## config.mk

```make
export PLATFORM = sky130hd
export DESIGN_NAME = clock_div_ctrl_flat
export DESIGN_NICKNAME = d
export VERILOG_FILES = /design/src/rtl/clock_div_ctrl_if.sv /design/src/rtl/clock_div_ctrl.sv /design/src/flat_wrapper.sv
export SDC_FILE = /design/constraint.sdc
export NUM_CORES = 1
export LEC_CHECK = 0
export ABC_AREA = 1
export CORE_MARGIN = 2
export CORE_UTILIZATION = 65
export CTS_BUF_LIST = sky130_fd_sc_hd__clkbuf_8
export DETAILED_ROUTE_END_ITERATION = 10
export DONT_BUFFER_PORTS = 1
export GPL_TIMING_DRIVEN = 0
export PLACE_DENSITY = 0.89
export SYNTH_ARGS = -nofsm -noshare
export SYNTH_HDL_FRONTEND = slang
export SYNTH_SLANG_ARGS = --single-unit
export TNS_END_PERCENT = 1
```

## constraint.sdc

```tcl
create_clock -name clock_in -period 3 [get_ports clock_in]
set_input_delay 0.75 -clock clock_in [delete_from_list [all_inputs] [get_ports clock_in]]
set_output_delay 0.75 -clock clock_in [all_outputs]
set_load 0.02 [all_outputs]
```

## src/rtl/clock_div_ctrl_if.sv

```systemverilog
// Config handshake bundle for clock_div_ctrl: single-slot valid/ready ratio port.
interface clock_div_ctrl_if #(
    parameter int unsigned CNT_W = 26
);
    logic             cfg_valid;
    logic [CNT_W-1:0] cfg_half;
    logic             cfg_ready;
    logic             cfg_err;

    modport master (
        output cfg_valid,
        output cfg_half,
        input  cfg_ready,
        input  cfg_err
    );

    modport slave (
        input  cfg_valid,
        input  cfg_half,
        output cfg_ready,
        output cfg_err
    );
endinterface

```

## src/rtl/clock_div_ctrl.sv

```systemverilog
// Run/stop and ratio controller for the slow-clock generator.
// clock_slow levels last exactly active_half clock_in cycles; ratio changes land
// only on toggle boundaries and a stop always parks clock_slow low.
// Optional: define CLKDIV_EDGE_CNT_EN to add the 16-bit rising-edge counter edge_cnt.
module clock_div_ctrl #(
    parameter int unsigned CNT_W        = 26,
    parameter int unsigned DEFAULT_HALF = 50_000_000
) (
    input  logic        clock_in,
    input  logic        reset,
    input  logic        run,
    clock_div_ctrl_if.slave cfg,
    output logic        clock_slow,
    output logic        tick,
    output logic [1:0]  state
`ifdef CLKDIV_EDGE_CNT_EN
    ,
    output logic [15:0] edge_cnt
`endif
);

    typedef enum logic [1:0] {
        IDLE = 2'b00,
        RUN  = 2'b01,
        STOP = 2'b10
    } state_e;

    state_e           state_q, state_d;
    logic [CNT_W-1:0] counter_q, counter_d;
    logic [CNT_W-1:0] active_half_q, active_half_d;
    logic [CNT_W-1:0] pend_half_q, pend_half_d;
    logic             pend_vld_q, pend_vld_d;
    logic             clock_slow_q, clock_slow_d;
    logic             tick_q, tick_d;
    logic             cfg_err_q, cfg_err_d;
`ifdef CLKDIV_EDGE_CNT_EN
    logic [15:0]      edge_cnt_q, edge_cnt_d;
`endif

    logic term;
    logic toggle;
    logic handshake;
    logic cfg_ready_c;

    // Terminal count of the current level; only meaningful while clocking.
    assign term        = (state_q != IDLE) && (counter_q == (active_half_q - CNT_W'(1)));
    assign cfg_ready_c = !pend_vld_q && (state_q != STOP);
    assign handshake   = cfg.cfg_valid && cfg_ready_c;

    // Next-state: sequencing, level counting, config acceptance and pending apply.
    always_comb begin
        state_d       = state_q;
        counter_d     = counter_q;
        active_half_d = active_half_q;
        pend_half_d   = pend_half_q;
        pend_vld_d    = pend_vld_q;
        clock_slow_d  = clock_slow_q;
        tick_d        = 1'b0;
        cfg_err_d     = 1'b0;
        toggle        = 1'b0;
`ifdef CLKDIV_EDGE_CNT_EN
        edge_cnt_d    = edge_cnt_q;
`endif

        case (state_q)
            IDLE: begin
                counter_d    = '0;
                clock_slow_d = 1'b0;
                if (run) begin
                    state_d = RUN;
                end
            end
            RUN: begin
                if (!run && !clock_slow_q) begin
                    // Already at the park level: stop without toggling.
                    state_d   = IDLE;
                    counter_d = '0;
                end else begin
                    toggle    = term;
                    counter_d = term ? '0 : counter_q + CNT_W'(1);
                    if (!run) begin
                        // High level must finish in full before parking.
                        state_d = term ? IDLE : STOP;
                    end
                end
            end
            STOP: begin
                toggle    = term;
                counter_d = term ? '0 : counter_q + CNT_W'(1);
                if (term) begin
                    state_d = IDLE;
                end
            end
            default: begin
                state_d   = IDLE;
                counter_d = '0;
            end
        endcase

        if (toggle) begin
            clock_slow_d = !clock_slow_q;
            tick_d       = 1'b1;
`ifdef CLKDIV_EDGE_CNT_EN
            if (!clock_slow_q) begin
                edge_cnt_d = edge_cnt_q + 16'(1);
            end
`endif
        end

        // Pending ratio governs the level starting at this toggle, or on parking.
        if (pend_vld_q && (toggle || (state_d == IDLE))) begin
            active_half_d = pend_half_q;
            pend_vld_d    = 1'b0;
        end

        // A zero ratio is consumed but discarded; otherwise load direct or pending.
        if (handshake) begin
            if (cfg.cfg_half == '0) begin
                cfg_err_d = 1'b1;
            end else if ((state_q == IDLE) || (state_d == IDLE)) begin
                active_half_d = cfg.cfg_half;
            end else begin
                pend_half_d = cfg.cfg_half;
                pend_vld_d  = 1'b1;
            end
        end
    end

    // State register with synchronous reset.
    always_ff @(posedge clock_in) begin
        if (reset) begin
            state_q       <= IDLE;
            counter_q     <= '0;
            active_half_q <= CNT_W'(DEFAULT_HALF);
            pend_half_q   <= '0;
            pend_vld_q    <= 1'b0;
            clock_slow_q  <= 1'b0;
            tick_q        <= 1'b0;
            cfg_err_q     <= 1'b0;
`ifdef CLKDIV_EDGE_CNT_EN
            edge_cnt_q    <= '0;
`endif
        end else begin
            state_q       <= state_d;
            counter_q     <= counter_d;
            active_half_q <= active_half_d;
            pend_half_q   <= pend_half_d;
            pend_vld_q    <= pend_vld_d;
            clock_slow_q  <= clock_slow_d;
            tick_q        <= tick_d;
            cfg_err_q     <= cfg_err_d;
`ifdef CLKDIV_EDGE_CNT_EN
            edge_cnt_q    <= edge_cnt_d;
`endif
        end
    end

    assign clock_slow    = clock_slow_q;
    assign tick          = tick_q;
    assign state         = state_q;
    assign cfg.cfg_ready = cfg_ready_c;
    assign cfg.cfg_err   = cfg_err_q;
`ifdef CLKDIV_EDGE_CNT_EN
    assign edge_cnt      = edge_cnt_q;
`endif

endmodule

```

## src/flat_wrapper.sv

```systemverilog
// flat-port wrapper written by rule: the top's interface ports become plain ports
module clock_div_ctrl_flat 
#(
    parameter int unsigned CNT_W        = 26,
    parameter int unsigned DEFAULT_HALF = 50_000_000
)
  (clock_in, reset, run, clock_slow, tick, state, cfg_cfg_valid, cfg_cfg_half, cfg_cfg_ready, cfg_cfg_err);
  clock_div_ctrl_if #(.CNT_W(CNT_W)) cfg_i ();
  input  logic clock_in;
  input  logic reset;
  input  logic run;
  output logic clock_slow;
  output logic tick;
  output logic [1:0] state;
  input wire logic [$bits(cfg_i.cfg_valid)-1:0] cfg_cfg_valid;
  input wire logic [$bits(cfg_i.cfg_half)-1:0] cfg_cfg_half;
  output wire logic [$bits(cfg_i.cfg_ready)-1:0] cfg_cfg_ready;
  output wire logic [$bits(cfg_i.cfg_err)-1:0] cfg_cfg_err;
  assign cfg_i.cfg_valid = cfg_cfg_valid;
  assign cfg_i.cfg_half = cfg_cfg_half;
  assign cfg_cfg_ready = cfg_i.cfg_ready;
  assign cfg_cfg_err = cfg_i.cfg_err;
  clock_div_ctrl #(.CNT_W(CNT_W), .DEFAULT_HALF(DEFAULT_HALF)) u_core (.clock_in(clock_in), .reset(reset), .run(run), .cfg(cfg_i), .clock_slow(clock_slow), .tick(tick), .state(state));
endmodule
```

# Word-level counts from Yosys, hierarchy flattened
# Index checks and enable logic that the tools add are counted.
[totals]
input_bits = 30
output_inout_bits = 6
elab_cells = 57
regBits = 84
[classes]
n_reduce_logical = 17
eq_ne = 4
addsub = 2
n_bitwise = 3
n_mux = 23
[op_table]
columns = ["cell", "n"]
rows = [
  ["2-to-1 mux 26 bit", 6],
  ["case mux 26 bit (2 select lines)", 1],
  ["adder 26 x 1 -> 26 bit, second input constant", 1],
  ["== test 26 bit", 1],
  ["logical NOT 26 bit", 1],
  ["subtractor 26 x 1 -> 26 bit, second input constant", 1],
  ["2-to-1 mux 2 bit", 5],
  ["2-to-1 mux 1 bit", 9],
  ["case mux 2 bit (3 select lines)", 1],
  ["logical AND 1 bit", 5],
  ["logical NOT 2 bit", 2],
  ["nonzero test 2 bit", 2],
  ["logical NOT 1 bit", 3],
  ["NOT 1 bit", 3],
  ["AND reduction 3 bit", 1],
  ["== test 2 x 1 -> 1 bit, second input constant", 1],
  ["== test 2 bit, second input constant", 1],
  ["logical OR 1 bit", 2],
  ["inequality test 2 bit, second input constant", 1],
  ["case mux 1 bit (2 select lines)", 1],
  ["OR reduction 2 bit", 1],
]

# Logic depth before layout (Yosys ltp)
# Gate-level depths: netlist of the first run.
[logic_depth]
word_depth = 14
mapped_depth = 24
mapped_depth_nobuf = 23

# Worst setup path before layout of the first run
# No wires, ideal clock.
[synth_timing]
path_kind = "reg2reg"
from = "register u_core.state_q[0] (netlist: u_core.state[0])"
to = "register u_core.active_half_q[10]"
arrival_time_ps = 2359
synth_period_minus_slack_ps = 2467
required_time_ps = 2891
n_path_buf = 1
path_slack_ps = 533
stages_incl_launch_ff = 12
setup_time_ps = 109
cell_sequence = "dfxtp_1 -> inv_1 -> ha_1 -> nor2_1 -> nand2_1 -> nor2_1 -> clkbuf_1 -> nand3_1 -> nand2_1 -> inv_1 -> nand2_1 -> inv_1"
[synth_between]
elab_cells_between_ends = 24
classes_between = "3 x eq/ne; 12 x mux; 9 x reduce/logical"
[synth_rtl]
columns = ["item", "line_no", "text"]
rows = [
  ["start: declaration", "clock_div_ctrl.sv:28", "state_e state_q, state_d;"],
  ["start signal: assignment", "clock_div_ctrl.sv:144", "state_q <= state_d;"],
  ["inequality test 2 bit", "clock_div_ctrl.sv:47", "assign cfg_ready_c = !pend_vld_q && (state_q != STOP);"],
  ["logical AND 1 bit", "clock_div_ctrl.sv:47", ""],
  ["via cfg_cfg_ready", "flat_wrapper.sv:17", "output wire logic [$bits(cfg_i.cfg_ready)-1:0] cfg_cfg_ready;"],
  ["logical AND 1 bit", "clock_div_ctrl.sv:48", "assign handshake = cfg.cfg_valid && cfg_ready_c;"],
  ["2-to-1 mux 26 bit", "clock_div_ctrl.sv:117", "if (handshake) begin"],
  ["end signal: assignment", "clock_div_ctrl.sv:134", "active_half_q <= CNT_W'(DEFAULT_HALF);"],
  ["end signal: assignment", "clock_div_ctrl.sv:146", "active_half_q <= active_half_d;"],
  ["end: declaration", "clock_div_ctrl.sv:30", "logic [CNT_W-1:0] active_half_q, active_half_d;"],
]
# The timed path passes the listed nets, and every way through them passes these cells.
# A chain may end at the register's enable or synchronous reset.

# Worst setup path after layout of the first run
[layout_timing]
from = "register u_core.active_half_q[6]"
to = "register u_core.active_half_q[18]"
[layout_between]
elab_chain_cells = 14
elab_cells_between_ends = 18
classes_between = "1 x add/sub; 1 x eq/ne; 11 x mux; 5 x reduce/logical"
[layout_rtl]
columns = ["item", "line_no", "text"]
rows = [
  ["subtractor 26 x 1 -> 26 bit (*)", "clock_div_ctrl.sv:46", "assign term = (state_q != IDLE) && (counter_q == (active_half_q - CNT_W'(1)));"],
  ["== test 26 bit (*)", "clock_div_ctrl.sv:46", ""],
  ["logical AND 1 bit (*)", "clock_div_ctrl.sv:46", ""],
  ["2-to-1 mux 2 bit", "clock_div_ctrl.sv:83", "state_d = term ? IDLE : STOP;"],
  ["2-to-1 mux 2 bit", "clock_div_ctrl.sv:81", "if (!run) begin"],
  ["2-to-1 mux 2 bit", "clock_div_ctrl.sv:74", "if (!run && !clock_slow_q) begin"],
  ["case mux 2 bit (3 select lines)", "clock_div_ctrl.sv:65", "case (state_q)"],
  ["logical NOT 2 bit", "clock_div_ctrl.sv:111, clock_div_ctrl.sv:120", ""],
  ["logical OR 1 bit", "clock_div_ctrl.sv:111", "if (pend_vld_q && (toggle || (state_d == IDLE))) begin"],
  ["logical AND 1 bit", "clock_div_ctrl.sv:111", ""],
  ["2-to-1 mux 26 bit", "clock_div_ctrl.sv:111", ""],
  ["2-to-1 mux 26 bit", "clock_div_ctrl.sv:120", "end else if ((state_q == IDLE) || (state_d == IDLE)) begin"],
  ["2-to-1 mux 26 bit", "clock_div_ctrl.sv:118", "if (cfg.cfg_half == '0) begin"],
  ["2-to-1 mux 26 bit (*)", "clock_div_ctrl.sv:117", ""],
]
# Every way passes the cells marked *; elsewhere a longest branch is shown, timed or not.

==> reports/metrics.csv, run 1 <==
metric;value;unit
status;finished, final reports clean;
max-slew violation count;0;
Post-DP HPWL;9880;um
Initial Util;67.6;%
largest net degree at the start of global routing;16;
Die Footprint;8810;um^2
Req. time, crit path;3.26;ns
Peak VDD IR;300;uV
Synth Register Bits;84;
drt via density;5.33;
CTS tree;yes;
Slowest-stage cell, CP;dfxtp_1;
clock share of power;28.4;%
routed len/inst;13.1;um
Worst EP arrival;3.09;ns
pwr/cell area;482;nW/um^2
Internal;1.76;mW
hold_sp;u_core.pend_half_q[18]$_SDFFE_PP0P_;
number of distinct library cells after synthesis;36;
worst hold path type;flop to flop;
Crit. End Element;flop;
Setup Skew;0.0149;ns
crit share post-route;94.2;%
Ports;36;
Placer Congestion;0.988;
flop-to-flop setup slack;0.17;ns
top_reg_cell synth;dfxtp_1;
CTS Sinks;84;
Switching Fraction;35.1;%
Max Buffers Root-to-Sink;2;
Worst Path Buf+Inv;3;
syn avg cell area;6.22;um^2
Final setup viols;0;
site row count;32;
Root Buffer;clkbuf_8;
clock-pin slew on the worst setup and hold paths;0.10;ns
Chip Width;93.9;um
Async S/R FF share, synth;0;%
worst skew pair latency;0.36;ns
max cap viols;0;
Fin. Hold Viols;0;
port bufs;0;
total leakage power;2.60;nW
via count;5128;
reg2reg path depth;19;
proportion of netlist area held by the largest area contributor;32.0;%
Post-synth EDFFs;0;
Tot GR Track Use;29.8;%
nets@finish;892;
share of layout cells above drive strength 1;7.78;%
Cells after Synth;843;
DIE HEIGHT;93.9;um
worst hold endpoint;u_core.pend_half_q[18]$_SDFFE_PP0P_;
TritonCTS buffer count;9;
Crit path largest cell delay;0.36;ns
overall power;2.72;mW
top achievable clock speed;354;MHz
initial antenna violation count;0;
Worst-Margin Slew;0.731;ns
Rel. slew slack;51.1;%
grt ovf;0;
drc violations;0;
Routed Antenna Nets;0;
combinational power share;24.8;%
Tmin final;2.83;ns
net count after synthesis;879;
RR Endpoint;u_core.active_half_q[18]$_SDFF_PP0_;
ant diodes;0;
critical path type;flop to flop;
unrepaired setup endpoints after global routing;yes;
final core occ;72.6;%
top post-synthesis cells by area;dfxtp_1 (32%), nand2_1 (15%), inv_1 (11%), nand3_1 (9.6%), nor2_1 (6.4%);
Initial DRC Count;329;
Routed WL;12600;um
Crit path max-delay family;simple AND/OR/NAND/NOR gates;
Area Overhead vs Synth;7.49;%
first-pass GRT wire length;21000;um
Yosys warning total;0;
Reg power frac;46.8;%
TritonRoute pass-1 iters;5;
core area;7770;um^2
WHS Path Cells;2;
post-synthesis sequential area ratio;32.0;%
mapped cell area;5250;um^2
Filler cells;639;
H-tree depth;3;
CP Launch Type;flop;
R2R Path Start;u_core.active_half_q[6]$_SDFF_PP0_;
CP Max Fanout;10;
most frequent CP cell;nand2_1;
Crit. path cell count;19;
critical path cell sequence;nor2_1, nand2_1, nor2_4, nand2_1, o21bai_1, nand3b_1, nor2_1, nand3_2, o21bai_1, nand2_1, nand2_1, nand2_4, nand2_4, buf_4, nand3_1, nand2_1, inv_1, nand2_1, inv_1;
vias in the first global route;4753;
switching power;953;uW
largest area contributor in the netlist;dfxtp_1;
[repair_timing]
action                                  CTS  global route
hold buffers                              0             0
buffers inserted                          0             1
gates resized for setup                   0            20
endpoints found under the hold margin     0             0
endpoints found under the setup margin    0            73
[per-stage QoR]
stage	worst slack (ns)	instances	hold slack, ns	setup TNS [ns]	cell area, um^2
5_1_grt	-0.0432	963	0.475	-0.345	5640
6_report	0.175	963	0.452	0	5640
4_1_cts	0.0308	961	0.453	0	5560
2_1_floorplan	0.533	843	0.424	0	5250
3_3_place_gp	0.138	945	0.437	0	5380
3_5_place_dp	0.0561	945	0.440	0	5380
[how the worst max path moves through the flow]
stage | startpoint | end | slack [ns]
2_1_floorplan | u_core.state[0]$_SDFF_PP0_ | u_core.active_half_q[10]$_SDFF_PP0_ | 0.53
3_3_place_gp | u_core.active_half_q[0]$_SDFF_PP0_ | u_core.active_half_q[22]$_SDFF_PP1_ | 0.14
3_5_place_dp | u_core.active_half_q[0]$_SDFF_PP0_ | u_core.active_half_q[6]$_SDFF_PP0_ | 0.06
4_1_cts | u_core.active_half_q[0]$_SDFF_PP0_ | u_core.active_half_q[18]$_SDFF_PP0_ | 0.03
5_1_grt | u_core.active_half_q[2]$_SDFF_PP0_ | u_core.active_half_q[9]$_SDFF_PP0_ | -0.04
6_report | u_core.active_half_q[6]$_SDFF_PP0_ | u_core.active_half_q[18]$_SDFF_PP0_ | 0.17
[worst min-delay path: cells and delay by family (launching register included)]
kind                   cells  cell delay, ns
buffers and inverters      1            0.05
flip-flops                 1            0.32
AO/OA/AOI/OAI              1            0.05
[state kept, by name (all words and copies together) (netlist names)]
name / flops
u_core.active_half_q: 26
u_core.cfg.cfg_err: 1
u_core.clock_slow: 1
u_core.counter_q: 26
u_core.pend_half_q: 26
u_core.pend_vld_q: 1
u_core.state: 2
u_core.tick: 1
[Yosys cell counts (all sizes together), types with 2 or more instances]
library cell,n
nor2,99
nor4,10
buf,16
clkbuf,11
nand2,221
o21ai,35
nand4,9
inv,149
o21bai,4
ha,6
nand3,103
dfxtp,84
xnor2,14
or2,2
nor3,11
nor3b,3
a21oi,32
nand3b,8
xor2,20
[cells in the final DEF, fill, tap and decap left out, drive strengths merged]
cell      synthesis  final
clkinv            1      2
clkbuf           11     22
inv             149    151
a211oi            1      1
o22ai             1      1
and3              1      1
nor2             99    100
xnor2            14     14
dfxtp            84     84
o21ai            35     35
ha                6      6
a21oi            32     32
nor3b             3      3
nand3           103    103
clkinvlp          0      3
nor3             11     11
nand4             9      9
nand3b            8      8
nor4             10     10
xor2             20     20
nand2           221    221
and2              1      1
buf              16     16
o21bai            4      4
or2               2      2
o21a              1      1
[power groups by stage]
stage / Combinational, mW / Clock, mW / Sequential (mW)
6_report: 0.674 / 0.770 / 1.27
5_1_grt: 0.763 / 0.811 / 1.28
4_1_cts: 0.636 / 0.767 / 1.27
3_5_place_dp: 0.631 / 0 / 1.29
3_3_place_gp: 0.608 / 0 / 1.29
2_1_floorplan: 0.522 / 0 / 1.27
[logic make-up after synthesis]
family	Yosys count	synth area share (%)
compound gates	74	7.37
buf+inv	177	13.6
flops	84	32.0
xor+xnor	34	5.67
simple gates	468	39.8
fa+ha+maj	6	1.43
[cell type report]
cell class                      instances  area, um^2  share of cell area (%)
Multi-Input combinational cell        583        2910                    51.7
Timing Repair Buffer                    1        7.51                   0.133
Inverter                              150         563                    9.98
Sequential cell                        84        1690                    30.0
Clock inverter                          6        45.0                   0.799
Clock buffer                           10         138                    2.44
Buffer                                 27         155                    2.75
Tap cell                              102         128                    2.26
[layer usage]
| metal | vias up | track usage (%) | share of wire, % |
|---|---|---|---|
| li1 | 2658 | - | - |
| met1 | 2281 | 38.0 | 45 |
| met3 | 26 | 4.09 | 4.8 |
| met4 | 0 | 11.8 | 2.4 |
| met2 | 163 | 51.0 | 47 |
| met5 | - | 0 | 0 |
No activity file was read; power rests on OpenSTA's default activity.
==> run 2, diff against run 1 <==
--- a/config.mk
+++ b/config.mk
@@ -7,12 +7,12 @@
 export LEC_CHECK = 0
 export ABC_AREA = 1
 export CORE_MARGIN = 2
-export CORE_UTILIZATION = 65
+export CORE_UTILIZATION = 60
 export CTS_BUF_LIST = sky130_fd_sc_hd__clkbuf_8
 export DETAILED_ROUTE_END_ITERATION = 10
 export DONT_BUFFER_PORTS = 1
 export GPL_TIMING_DRIVEN = 0
-export PLACE_DENSITY = 0.89
+export PLACE_DENSITY = 0.84
 export SYNTH_ARGS = -nofsm -noshare
 export SYNTH_HDL_FRONTEND = slang
 export SYNTH_SLANG_ARGS = --single-unit
==> run 2 against run 1 <==
Net effect:
- flip-flop and latch count is the same
- global-route usage shrank 2.5 points
- clock skew shrank 0.0046 ns
- design area grew 3.7%
- clock power grew 0.6%
- maximum frequency shrank 2.6%
- critical path type unchanged
- critical endpoint is now u_core.active_half_q[8]$_SDFF_PP0_
- largest power group unchanged
==> reports/metrics.csv, run 2 (synthesis results as in run 1) <==
metric;value;unit
max cap viols;0;
top achievable clock speed;345;MHz
TritonRoute pass-1 iters;5;
Worst-Margin Slew;0.565;ns
Max Buffers Root-to-Sink;2;
top flop regs;u_core.active_half_q: 26 flops, u_core.counter_q: 26 flops, u_core.pend_half_q: 26 flops;
Area Overhead vs Synth;11.4;%
port bufs;0;
clock-pin slew on the worst setup and hold paths;0.09;ns
critical path cell sequence;inv_4, ha_4, nand3_4, nor2_4, nand2_1, o21bai_1, nand3b_1, nor2_1, nand3_2, o21bai_1, nand2_1, nand2_2, nand2_4, nand2_8, nand2_8, buf_2, nand3_1, nand2_1, inv_1;
FF+latch area;1690;um^2
Crit path max-delay family;simple AND/OR/NAND/NOR gates;
commonest non-fill, non-tap cell in the layout;nand2_1;
drc violations;0;
initial antenna violation count;0;
Ports;36;
CP Max Fanout;12;
status;finished, final reports clean;
CTS hold repair buffers;0;
CTS Sinks;84;
Crit. End Element;flop;
nets@finish;902;
share of layout cells above drive strength 1;10.3;%
Filler cells;738;
Rel. slew slack;62.3;%
worst skew pair latency;0.36;ns
Fin. Hold Viols;0;
CP Launch Type;flop;
pwr/cell area;482;nW/um^2
Peak VDD IR;317;uV
H-tree depth;3;
Hold Slack;0.457;ns
Chip Width;97.5;um
Initial DRC Count;458;
Slowest-stage cell, CP;dfxtp_4;
largest net degree at the start of global routing;17;
Routed Antenna Nets;0;
Finished Cell Area;5850;um^2
Initial Util;61.1;%
drt via density;5.43;
Worst EP arrival;3.22;ns
multi-input logic area;2990;um^2
ant diodes;0;
worst hold path type;flop to flop;
most frequent CP cell;nand2_1;
Die Footprint;9510;um^2
Root Buffer;clkbuf_8;
Routed WL;13400;um
DP Area;5380;um^2
critical path type;flop to flop;
first-pass GRT wire length;21700;um
Post-DP HPWL;9970;um
Worst Path Buf+Inv;3;
total leakage power;2.69;nW
pre-CTS setup slack;0.0218;ns
TritonCTS buffer count;9;
via count;5319;
final core occ;68.1;%
site row count;34;
Setup Skew;0.0103;ns
Tot GR Track Use;27.4;%
routed len/inst;13.7;um
Placer Congestion;0.947;
max-slew violation count;0;
core area;8590;um^2
CTS tree;yes;
vias in the first global route;4887;
final setup margin;0.0979;ns
Final setup viols;0;
Tmin final;2.90;ns
Crit path largest cell delay;0.38;ns
most frequent cells in the layout;nand2_1 (203), inv_1 (146), nand3_1 (95), nor2_1 (88), dfxtp_1 (80);
crit share post-route;96.7;%
grt ovf;0;
DIE HEIGHT;97.5;um
Req. time, crit path;3.31;ns
## run 2: layout make-up
cell class,count,share of cell area [%]
clock buffer,9,2.12
inverter,150,9.67
sequential,84,29.0
multi-input combinational,583,51.1
clock inverter,7,1.03
tap,108,2.31
timing repair buffer,11,1.52
buffer,27,3.27
## run 2: per-layer routing
layer  wire (um)  GRT usage, %  part of all wire [%]
met5           0             0                     0
met2        6550          46.4                    49
met3         722          3.96                   5.4
met4         380          11.9                   2.8
met1        5780          34.7                    43
## run 2: worst paths after layout
path         cells past startpoint  slack (ns)                           startpoint                                   to
max                             19         0.1   u_core.active_half_q[0]$_SDFF_PP0_   u_core.active_half_q[8]$_SDFF_PP0_
min reg2reg                      2        0.46  u_core.pend_half_q[10]$_SDFFE_PP0P_  u_core.pend_half_q[10]$_SDFFE_PP0P_
max reg2reg                     19         0.1   u_core.active_half_q[0]$_SDFF_PP0_   u_core.active_half_q[8]$_SDFF_PP0_
min                              2        0.46  u_core.pend_half_q[10]$_SDFFE_PP0P_  u_core.pend_half_q[10]$_SDFFE_PP0P_
## run 2: timing repair
action	CTS	global route
cloned	0	5
pin swaps	1	17
resized for setup	0	64
setup buffers	0	8
endpoints found under the setup margin	6	73
## run 2: where the power goes
part	internal (mW)	switching, mW
registers	1.19	0.0830
clock network	0.317	0.458
logic	0.296	0.473
total	1.80	1.01
## run 2: worst reg2reg max path, cell delays in order, from the launching register on
cell	delay, ns
dfxtp_4	0.38
inv_4	0.07
ha_4	0.15
nand3_4	0.11
nor2_4	0.21
nand2_1	0.13
o21bai_1	0.15
nand3b_1	0.11
nor2_1	0.19
nand3_2	0.16
o21bai_1	0.21
nand2_1	0.11
nand2_2	0.11
nand2_4	0.12
nand2_8	0.14
nand2_8	0.10
buf_2	0.19
nand3_1	0.08
nand2_1	0.06
inv_1	0.06
## run 2: through the flow
stage / TNS, ns / power (mW) / instances
3_3_place_gp: 0 / 1.90 / 951
4_1_cts: 0 / 2.70 / 967
2_1_floorplan: 0 / 1.79 / 843
3_5_place_dp: 0 / 1.93 / 951
5_1_grt: -1.22 / 2.98 / 979
6_report: 0 / 2.82 / 979
